File: src/rtl/lfsr_mon_pkg.sv
// Shared types and constants for the LFSR period monitor.
package lfsr_mon_pkg;

    localparam int unsigned LFSR_W = 6;

    typedef enum logic [1:0] {
        IDLE  = 2'd0,
        COUNT = 2'd1,
        DONE  = 2'd2
    } lfsr_mon_state_t;

    // Period of a maximal-length LFSR of width w: 2**w - 1.
    function automatic int unsigned max_len_period(input int unsigned w);
        return (32'd1 << w) - 32'd1;
    endfunction

endpackage

File: src/rtl/lfsr_period_monitor.sv
// Measures the recurrence period of an LFSR state bus from a captured reference,
// flagging lock-up, timeout and maximal-length sequences.
module lfsr_period_monitor
    import lfsr_mon_pkg::*;
#(
    parameter int unsigned WIDTH = LFSR_W,
    parameter int unsigned PW    = WIDTH + 1
) (
    input  logic             clk,
    input  logic             rst_n,
    input  logic             start,
    input  logic [WIDTH-1:0] lfsr_in,
    output logic             busy,
    output logic             done,
    output logic [PW-1:0]    period,
    output logic             match,
    output logic             lockup,
    output logic             timeout,
    output logic             maximal
);

    localparam logic [PW-1:0] CNT_CAP = PW'(32'd1 << WIDTH);
    localparam logic [PW-1:0] MAX_LEN = PW'(max_len_period(WIDTH));

    lfsr_mon_state_t  state_q, state_d;
    logic [WIDTH-1:0] ref_q, ref_d;
    logic [PW-1:0]    cnt_q, cnt_d;
    logic [PW-1:0]    period_q, period_d;
    logic             match_q, match_d;
    logic             lockup_q, lockup_d;
    logic             timeout_q, timeout_d;
    logic             busy_q, busy_d;
    logic             done_q, done_d;

    always_ff @(posedge clk or negedge rst_n) begin
        if (!rst_n) begin
            state_q   <= IDLE;
            ref_q     <= '0;
            cnt_q     <= '0;
            period_q  <= '0;
            match_q   <= 1'b0;
            lockup_q  <= 1'b0;
            timeout_q <= 1'b0;
            busy_q    <= 1'b0;
            done_q    <= 1'b0;
        end else begin
            state_q   <= state_d;
            ref_q     <= ref_d;
            cnt_q     <= cnt_d;
            period_q  <= period_d;
            match_q   <= match_d;
            lockup_q  <= lockup_d;
            timeout_q <= timeout_d;
            busy_q    <= busy_d;
            done_q    <= done_d;
        end
    end

    always_comb begin
        state_d   = state_q;
        ref_d     = ref_q;
        cnt_d     = cnt_q;
        period_d  = period_q;
        match_d   = match_q;
        lockup_d  = lockup_q;
        timeout_d = timeout_q;

        case (state_q)
            IDLE, DONE: begin
                if (start) begin
                    match_d   = 1'b0;
                    timeout_d = 1'b0;
                    period_d  = '0;
                    if (lfsr_in == '0) begin
                        // An all-zero reference can never advance, so report lock-up at once.
                        lockup_d = 1'b1;
                        state_d  = DONE;
                    end else begin
                        lockup_d = 1'b0;
                        ref_d    = lfsr_in;
                        cnt_d    = PW'(1);
                        state_d  = COUNT;
                    end
                end
            end
            COUNT: begin
                if (lfsr_in == ref_q) begin
                    period_d = cnt_q;
                    match_d  = 1'b1;
                    state_d  = DONE;
                end else if (lfsr_in == '0) begin
                    period_d = cnt_q;
                    lockup_d = 1'b1;
                    state_d  = DONE;
                end else if (cnt_q == CNT_CAP) begin
                    period_d  = cnt_q;
                    timeout_d = 1'b1;
                    state_d   = DONE;
                end else begin
                    cnt_d = cnt_q + PW'(1);
                end
            end
            default: state_d = IDLE;
        endcase

        busy_d = (state_d == COUNT);
        done_d = (state_d == DONE);
    end

    assign busy    = busy_q;
    assign done    = done_q;
    assign period  = period_q;
    assign match   = match_q;
    assign lockup  = lockup_q;
    assign timeout = timeout_q;
    assign maximal = match_q && (period_q == MAX_LEN);

endmodule

File: config.mk
export PLATFORM = sky130hd
export DESIGN_NAME = lfsr_period_monitor
export DESIGN_NICKNAME = d
export VERILOG_FILES = /design/src/rtl/lfsr_mon_pkg.sv /design/src/rtl/lfsr_period_monitor.sv
export SDC_FILE = /design/constraint.sdc
export NUM_CORES = 1
export LEC_CHECK = 0
export CAP_MARGIN = 5
export CORE_UTILIZATION = 55
export DETAILED_ROUTE_END_ITERATION = 8
export PLACE_DENSITY_LB_ADDON = 0.3
export SYNTH_ARGS = -nofsm -noshare
export SYNTH_HDL_FRONTEND = slang
export SYNTH_SLANG_ARGS = --single-unit
export TNS_END_PERCENT = 30
File: constraint.sdc
create_clock -name clk -period 2.8 [get_ports clk]
set_clock_uncertainty 0.05 [all_clocks]
set_input_delay 0.56 -clock clk [delete_from_list [all_inputs] [get_ports clk]]
set_output_delay 0.56 -clock clk [all_outputs]
set_load 0.05 [all_outputs]
Yosys cells after proc, flatten, opt, wreduce, memory -nomap -nowiden

Index checks and enable logic that the tools add are counted.

Bits of input ports: 9
Word-level logic and storage cells: 67
Register bits after elaboration: 27

Equality and inequality tests: 16
Reduce and logical (&&, ||, !) cells: 11
Mux-type cells: 29
Bitwise operators: 1
$add $sub $neg: 1

Operators by type and width:

| cell                  | number |
|---|---|
| $mux W7               | 9 |
| $pmux W7 S2           | 2 |
| $ne A2 B2 Y1 const B  | 8 |
| $mux W2               | 5 |
| $mux W1               | 9 |
| $reduce_and A3 Y1     | 3 |
| $add A7 B1 Y7 const B | 1 |
| $eq A7 B6 Y1 const B  | 1 |
| $eq A7 B7 Y1 const B  | 1 |
| $eq A6 B6 Y1          | 1 |
| $logic_not A6 Y1      | 1 |
| $pmux W1 S2           | 3 |
| $reduce_and A6 Y1     | 1 |
| $reduce_and A5 Y1     | 1 |
| $eq A2 B1 Y1 const B  | 2 |
| $eq A2 B2 Y1 const B  | 2 |
| $ne A4 B4 Y1 const B  | 1 |
| $pmux W2 S2           | 1 |
| $reduce_and A4 Y1     | 1 |
| $logic_not A2 Y1      | 1 |
| $reduce_bool A2 Y1    | 1 |
| $reduce_or A2 Y1      | 1 |
| $logic_and A1 B1 Y1   | 1 |
| $not A1 Y1            | 1 |

Logic depth before layout (Yosys ltp)

Depth in word-level cells: 6
Gate-level depth with buffers: 6
Gate-level depth less buffers: 6

Worst setup path after synthesis

Ideal clock, no wire load.

Path kind: reg-to-output
Start: register period_q[6] (netlist: period[6])
End: output port maximal
Path buffers: 0
Arrival: 1,485 ps
Cell stages (with the launch flop): 3
Setup slack: 705 ps
Cell sequence: dfrtp_1 > nand4b_1 > nor2_1

Longest elaborated chain between the ends: 2

RTL lines:

| item                   | RTL line                   | text |
|---|---|---|
| start, declared        | lfsr_period_monitor.sv:28  | `logic [PW-1:0] period_q, period_d;` |
| start signal, assigned | lfsr_period_monitor.sv:50  | `period_q <= period_d;` |
| $eq A7 B6 Y1           | lfsr_period_monitor.sv:116 | `assign maximal = match_q && (period_q == MAX_LEN);` |
| $logic_and A1 B1 Y1    | lfsr_period_monitor.sv:116 |  |
| end, declared          | lfsr_period_monitor.sv:19  | `output logic maximal` |

Every way passes these cells.

Worst setup path after layout

Same ends and word-level chain as after synthesis.

==> run_results.csv <==
group,metric,value,unit
run_status,status,"finished, final reports clean",
layout,final_cell_mix,"nand2_1, dfrtp_1, clkdlybuf4s50_1",
place,numPortBuffers,21,
sta,slew_violations,0,
clock_network,cts_tree,"yes",
sta,finalHoldViolCount,0,
setup_path,cp.required,2.19,ns
layout,drive_gt1_share,9.55,%
clock_network,cts_resized,0,
floorplan,die_y,51.7,µm
pwr,p_leak,0.710,nW
layout,postLayoutCellArea,1620,µm²
global_route,grt_use_total,24.1,%
synth,ys_ff_latch,27,
route,drt-pass1-iter-count,4,
setup_path,cp-start-kind,"flip-flop",
route,wirelength,2.78,mm
clock_network,insertion_delay,0.32,ns
floorplan,io_pins,22,
sta,period_share,87.2,%
place,place_inst,181,
global_route,grt.overflow.total,0,
synth,postSynthCellCount,135,
sta,worst_slack,0.359,ns
job,drv_cap,0,
pwr,ir_worst_vdd,0.562,mV
synth,netlist_area,1360,µm²
synth,ys_types,38,
floorplan,die_width,51.7,µm
sta,setup_tns,0,ns
synth,syn-num-nets,146,
clock_network,cts.sinks,27,
layout,mostFrequentLayoutCell,"nand2_1",
floorplan,core_area,2280,µm²
route,wl_met1,1.30,mm
clock_network,cts.clk_slew.worst_paths,0.14,ns
global_route,antenna_found_initial,0,
route,vias,1098,
route,ant_nets,0,
worst_hold_path,hp-class,"reg -> reg",
sta,worst_pin_slew,0.867,ns
synth,synth_seq_area_share,49.8,%
setup_path,endpoint_kind,"output pin",
floorplan,start_util,59.6,%
pwr,power-per-cell-area,919,nW/µm²
floorplan,die_area,2670,µm²
route,routed.top_layer,"met4",
layout,fillCellCount,163,
place,placed_cell_area,1600,µm²
sta,clock.fmax,410,MHz
place,gp_congestion,0.914,
setup_path,path_class,"reg -> out",
clock_network,hold_buffers,0,
clock_network,clockBufferDepth,2,
synth,avgSynthCellArea,10.1,µm²
sta,rsz0062_at_grt,"no",
place,preCtsSetupSlack,0.253,ns
sta,finalSetupViolCount,0,
place,dpl.hpwl,2.05,mm
clock_network,cts_setup_buffers,0,
route,dr_wl_met3,120,µm
route,drcViolationCount,0,
global_route,grt_pass1_vias,1023,
clock_network,cts_buffers,3,
sta,min_period,2.44,ns
layout,area_growth,19.4,%
route,vias_per_cell,5.94,
route,met2_length,1.32,mm
synth,yosys_warnings,0,
floorplan,rows,17,
clock_network,clockRootBuffer,"clkbuf_4",
layout,nets,169,
setup_path,critical_path.max_fanout,3,
sta,slew_headroom,42.1,%
layout,fin_cells,185,
global_route,grt_pass1_wl,4.64,mm
route,wire_per_inst,15.0,µm
clock_network,htree_levels,1,
setup_path,critical_path_arrival,1.83,ns
route,drt_iter0_drc,36,
global_route,grt_max_degree,28,
layout,antenna_cells,0,
routing by layer:
| metal | GRT usage (%) | vias to the layer above |
|---|---|---|
| met4 | 11.3 | 0 |
| met5 | 0 | - |
| met3 | 3.80 | 7 |
| met1 | 33.8 | 524 |
| li1 | - | 527 |
| met2 | 36.4 | 40 |
sequential cells by signal, indices dropped and copies added, names as in the netlist:
signal,cells
state_q,2
ref_q,6
done,1
match,1
period,7
lockup,1
cnt_q,7
busy,1
timeout,1
worst max-delay path, cell delays in order (launching register included):
cell and delay, ns:
dfrtp_1 0.42, nand4b_1 0.18, nor2_1 0.11, clkdlybuf4s50_1 0.80
worst paths after layout:
kind,start,end,slack (ns),depth (start not counted)
worst max-delay path,period[6]$_DFFE_PN0P_,maximal,0.36,3
worst min-delay path,lockup$_DFFE_PN0P_,lockup$_DFFE_PN0P_,0.45,2
worst max register to register,state_q[0]$_DFF_PN0_,period[5]$_DFFE_PN0P_,0.89,4
worst min register to register,lockup$_DFFE_PN0P_,lockup$_DFFE_PN0P_,0.45,2
max in group asynchronous,rst_n,cnt_q[4]$_DFFE_PN0P_,1.91,2
min in group asynchronous,rst_n,ref_q[3]$_DFFE_PN0P_,0.54,2
stage by stage:
step           utilization (%)  power (mW)  hold WS (ns)
2_1_floorplan                -        1.13         0.214
3_3_place_gp              70.1        1.30         0.429
3_5_place_dp              70.1        1.33         0.421
4_1_cts                   71.2        1.50         0.454
5_1_grt                   71.2        1.59         0.487
6_report                  71.2        1.49         0.447
cell families (layout without fill, tap and decap cells):
logic type / Yosys count / count (layout) / synth area share, %
AOI/OAI and AO/OA: 23 / 23 / 15.2
xor gates and xnor gates: 6 / 6 / 3.87
muxes: 3 / 3 / 2.21
buffers and inverters: 8 / 30 / 2.49
and+or+nand+nor: 66 / 66 / 24.6
adders and majority gates: 2 / 2 / 1.84
DFF: 27 / 27 / 49.8
cells in the mapped netlist (all sizes together):
cell	n	share of area, %
nand2	28	7.7
dfrtp	27	50
nor2	11	3.6
nand3	8	3.3
a22o	7	4.5
clkbuf	4	1.1
xor2	4	2.6
a31o	3	2.6
and3	3	1.8
inv	3	0.83
mux2i	3	2.2
nand4	3	1.4
nor4	3	1.8
o21ai	3	1.1
a21oi	2	1.6
ha	2	1.8
nand2b	2	0.92
nor2b	2	0.92
nor3	2	0.74
o211ai	2	1.1
o21bai	2	1.1
xnor2	2	1.3
a22oi	1	0.55
a41oi	1	0.65
and4	1	0.65
buf	1	0.55
nand4b	1	0.65
nor4b	1	0.65
o221ai	1	1.1
o31ai	1	0.92
or3	1	0.46
layout make-up:
class	instances	area (µm²)	share of cell area [%]
inverters	3	11.3	0.694
flip-flops and latches	27	676	41.7
well taps	28	35.0	2.16
repair buffers	23	225	13.9
clock buffers	4	26.3	1.62
multi-input cells	100	648	40.0
power breakdown:
group | internal, mW | switching [mW]
Sequential | 0.514 | 0.128
Clock | 0.0559 | 0.111
Combinational | 0.269 | 0.411
No activity file was read; power rests on OpenSTA's default activity.
==> variant (same flow settings) <==
Reset style: synchronous (`rst_n`), changed in one clocked block.
--- a/src/rtl/lfsr_period_monitor.sv
+++ b/src/rtl/lfsr_period_monitor.sv
@@ -33,5 +33,5 @@
     logic             done_q, done_d;
 
-    always_ff @(posedge clk or negedge rst_n) begin
+    always_ff @(posedge clk) begin
         if (!rst_n) begin
             state_q   <= IDLE;
Formal check against the unedited RTL: differs if rst_n is asserted again (counterexample within 4 cycles, from zero or initial values and one cycle with rst_n low); with rst_n held inactive, the same outputs for 10 cycles.
==> variant against the unedited design <==
  * Via count increased by 7.3%
  * Sequential cell count did not move
  * Cell area is 4.2% lower
  * Non-clock buffer count unchanged
  * Routed wire length rose by 6.8%
  * Worst setup slack improved by 0.10 ns
  * Area after synthesis shrank 5.3%
  * Largest cell class is now multi-input combinational cells
  * Count of clock-buffer cells in the layout unchanged
  * Critical path depth is the same
  * Sequential share of layout area fell by 6.9 points
Power is not compared: it rests on default switching activity, and its combinational part moved more than twofold at a synthesized area within 25%.
==> variant: results (changes against the unedited design) <==
| Metric | Value |
|---|---|
| Net Count, Synth | 160 (+9.6%) |
| Multi-In Gates | 114 (+14%) |
| # nets final | 184 (+8.9%) |
| Reg2Reg Capture Point | period[4]$_SDFFE_PN0P_ |
| Post_cts resized | 0 (unchanged) |
| Fmax | 427 MHz (+4.3%) |
| RR Startpoint | cnt_q[0]$_SDFFE_PN0P_ |
| Inverters | 4 (+1) |
| Main area contributors after synthesis | dfxtp_1 (42%), nand2_1 (8.8%), mux2i_1 (5.4%) |
| Ys flop type | dfxtp_1 |
| Multi-input gate area | 712 µm² (+9.8%) |
| Fin Hold WS | 0.429 ns (-0.0185 ns) |
| Part of the Yosys area used for sequential elements | 42.0% (-7.7 points) |
| Pin count of the biggest net entering global routing | 15 (-46%) |
| Overall global routing resource usage | 25.5% (+1.4 points) |
| CP max stage cell | clkdlybuf4s50_1 |
| Worst setup path start | period[4]$_SDFFE_PN0P_ |
| Cell Area, Placed | 0.00153 mm² (-4.2%) |
| First-pass GRT wire length | 4.88 mm (+5.1%) |
| Syn avg cell area | 8.63 µm² (-14%) |
| Filler cells | 174 (+6.7%) |
| Worst Path Arrival | 1.73 ns (-0.10 ns) |
| Worst Reg-to-Reg Cells | 6 (+2) |
| Status | completed |
| Worst-Margin Slew | 0.503 ns (-0.364 ns) |
| DRT Wirelength | 2.97 mm (+6.8%) |
| Tot Pwr | 0.000673 W |
| Buffer share of cell area | 14.5% (+0.60 points) |
| RD Place Congestion | 0.899 (-1.6%) |
| Final non-filler cell area | 0.00155 mm² (-4.2%) |
| Pre-CTS WS | 0.168 ns (-0.0842 ns) |
| Reg2reg setup slack | 0.94 ns (+0.05 ns) |
| HPWL after DPL | 2.28 mm (+11%) |
| Async SR Flop Fraction | 0% (-100 points) |
| Synth cell count leaders | nand2_1 (30), dfxtp_1 (27), a21oi_1 (11) |
| Worst hold start | ref_q[5]$_SDFFE_PN0P_ |
| Placed insts | 196 (+8.3%) |
| Reg area | 541 µm² (-20%) |
| Number of global-route vias before repair | 1102 (+7.7%) |
| WHS Endpoint | ref_q[5]$_SDFFE_PN0P_ |
| Share of layout cells above drive strength 1 | 8.14% (-1.4 points) |
| Hold depth | 2 (unchanged) |
-- variant: cell types whose count changed in the layout (fill, tap and decap cells not counted), moves of 3 or more --
cell	before	now
and2_1	0	3
dfxtp_1	0	27
a21oi_1	1	11
mux2i_1	3	7
nor2_1	10	6
dfrtp_1	27	0
a22o_1	7	0
xor2_1	4	7
-- variant: logic make-up after synthesis --
logic type               synth area share [%]
multiplexers                             5.45
flip-flops                               42.0
AO/OA/AOI/OAI                            17.1
XOR/XNOR                                 4.77
AND/OR/NAND/NOR                          26.1
buffers and inverters                    2.63
adder cells (fa/ha/maj)                  1.95
-- variant: critical path, delay by kind of cell (launching register included) --
kind                   cells  cell delay (ns)
AND/OR/NAND/NOR            2             0.23
buffers and inverters      1             0.80
flip-flops                 1             0.38
-- variant: routing by layer --
layer	share of wire [%]	vias to the layer above	track usage (%)
li1	-	570	-
met1	45	549	34.3
met2	48	52	39.3
met3	4.8	7	3.64
met4	1.8	0	13.0
met5	0	-	0
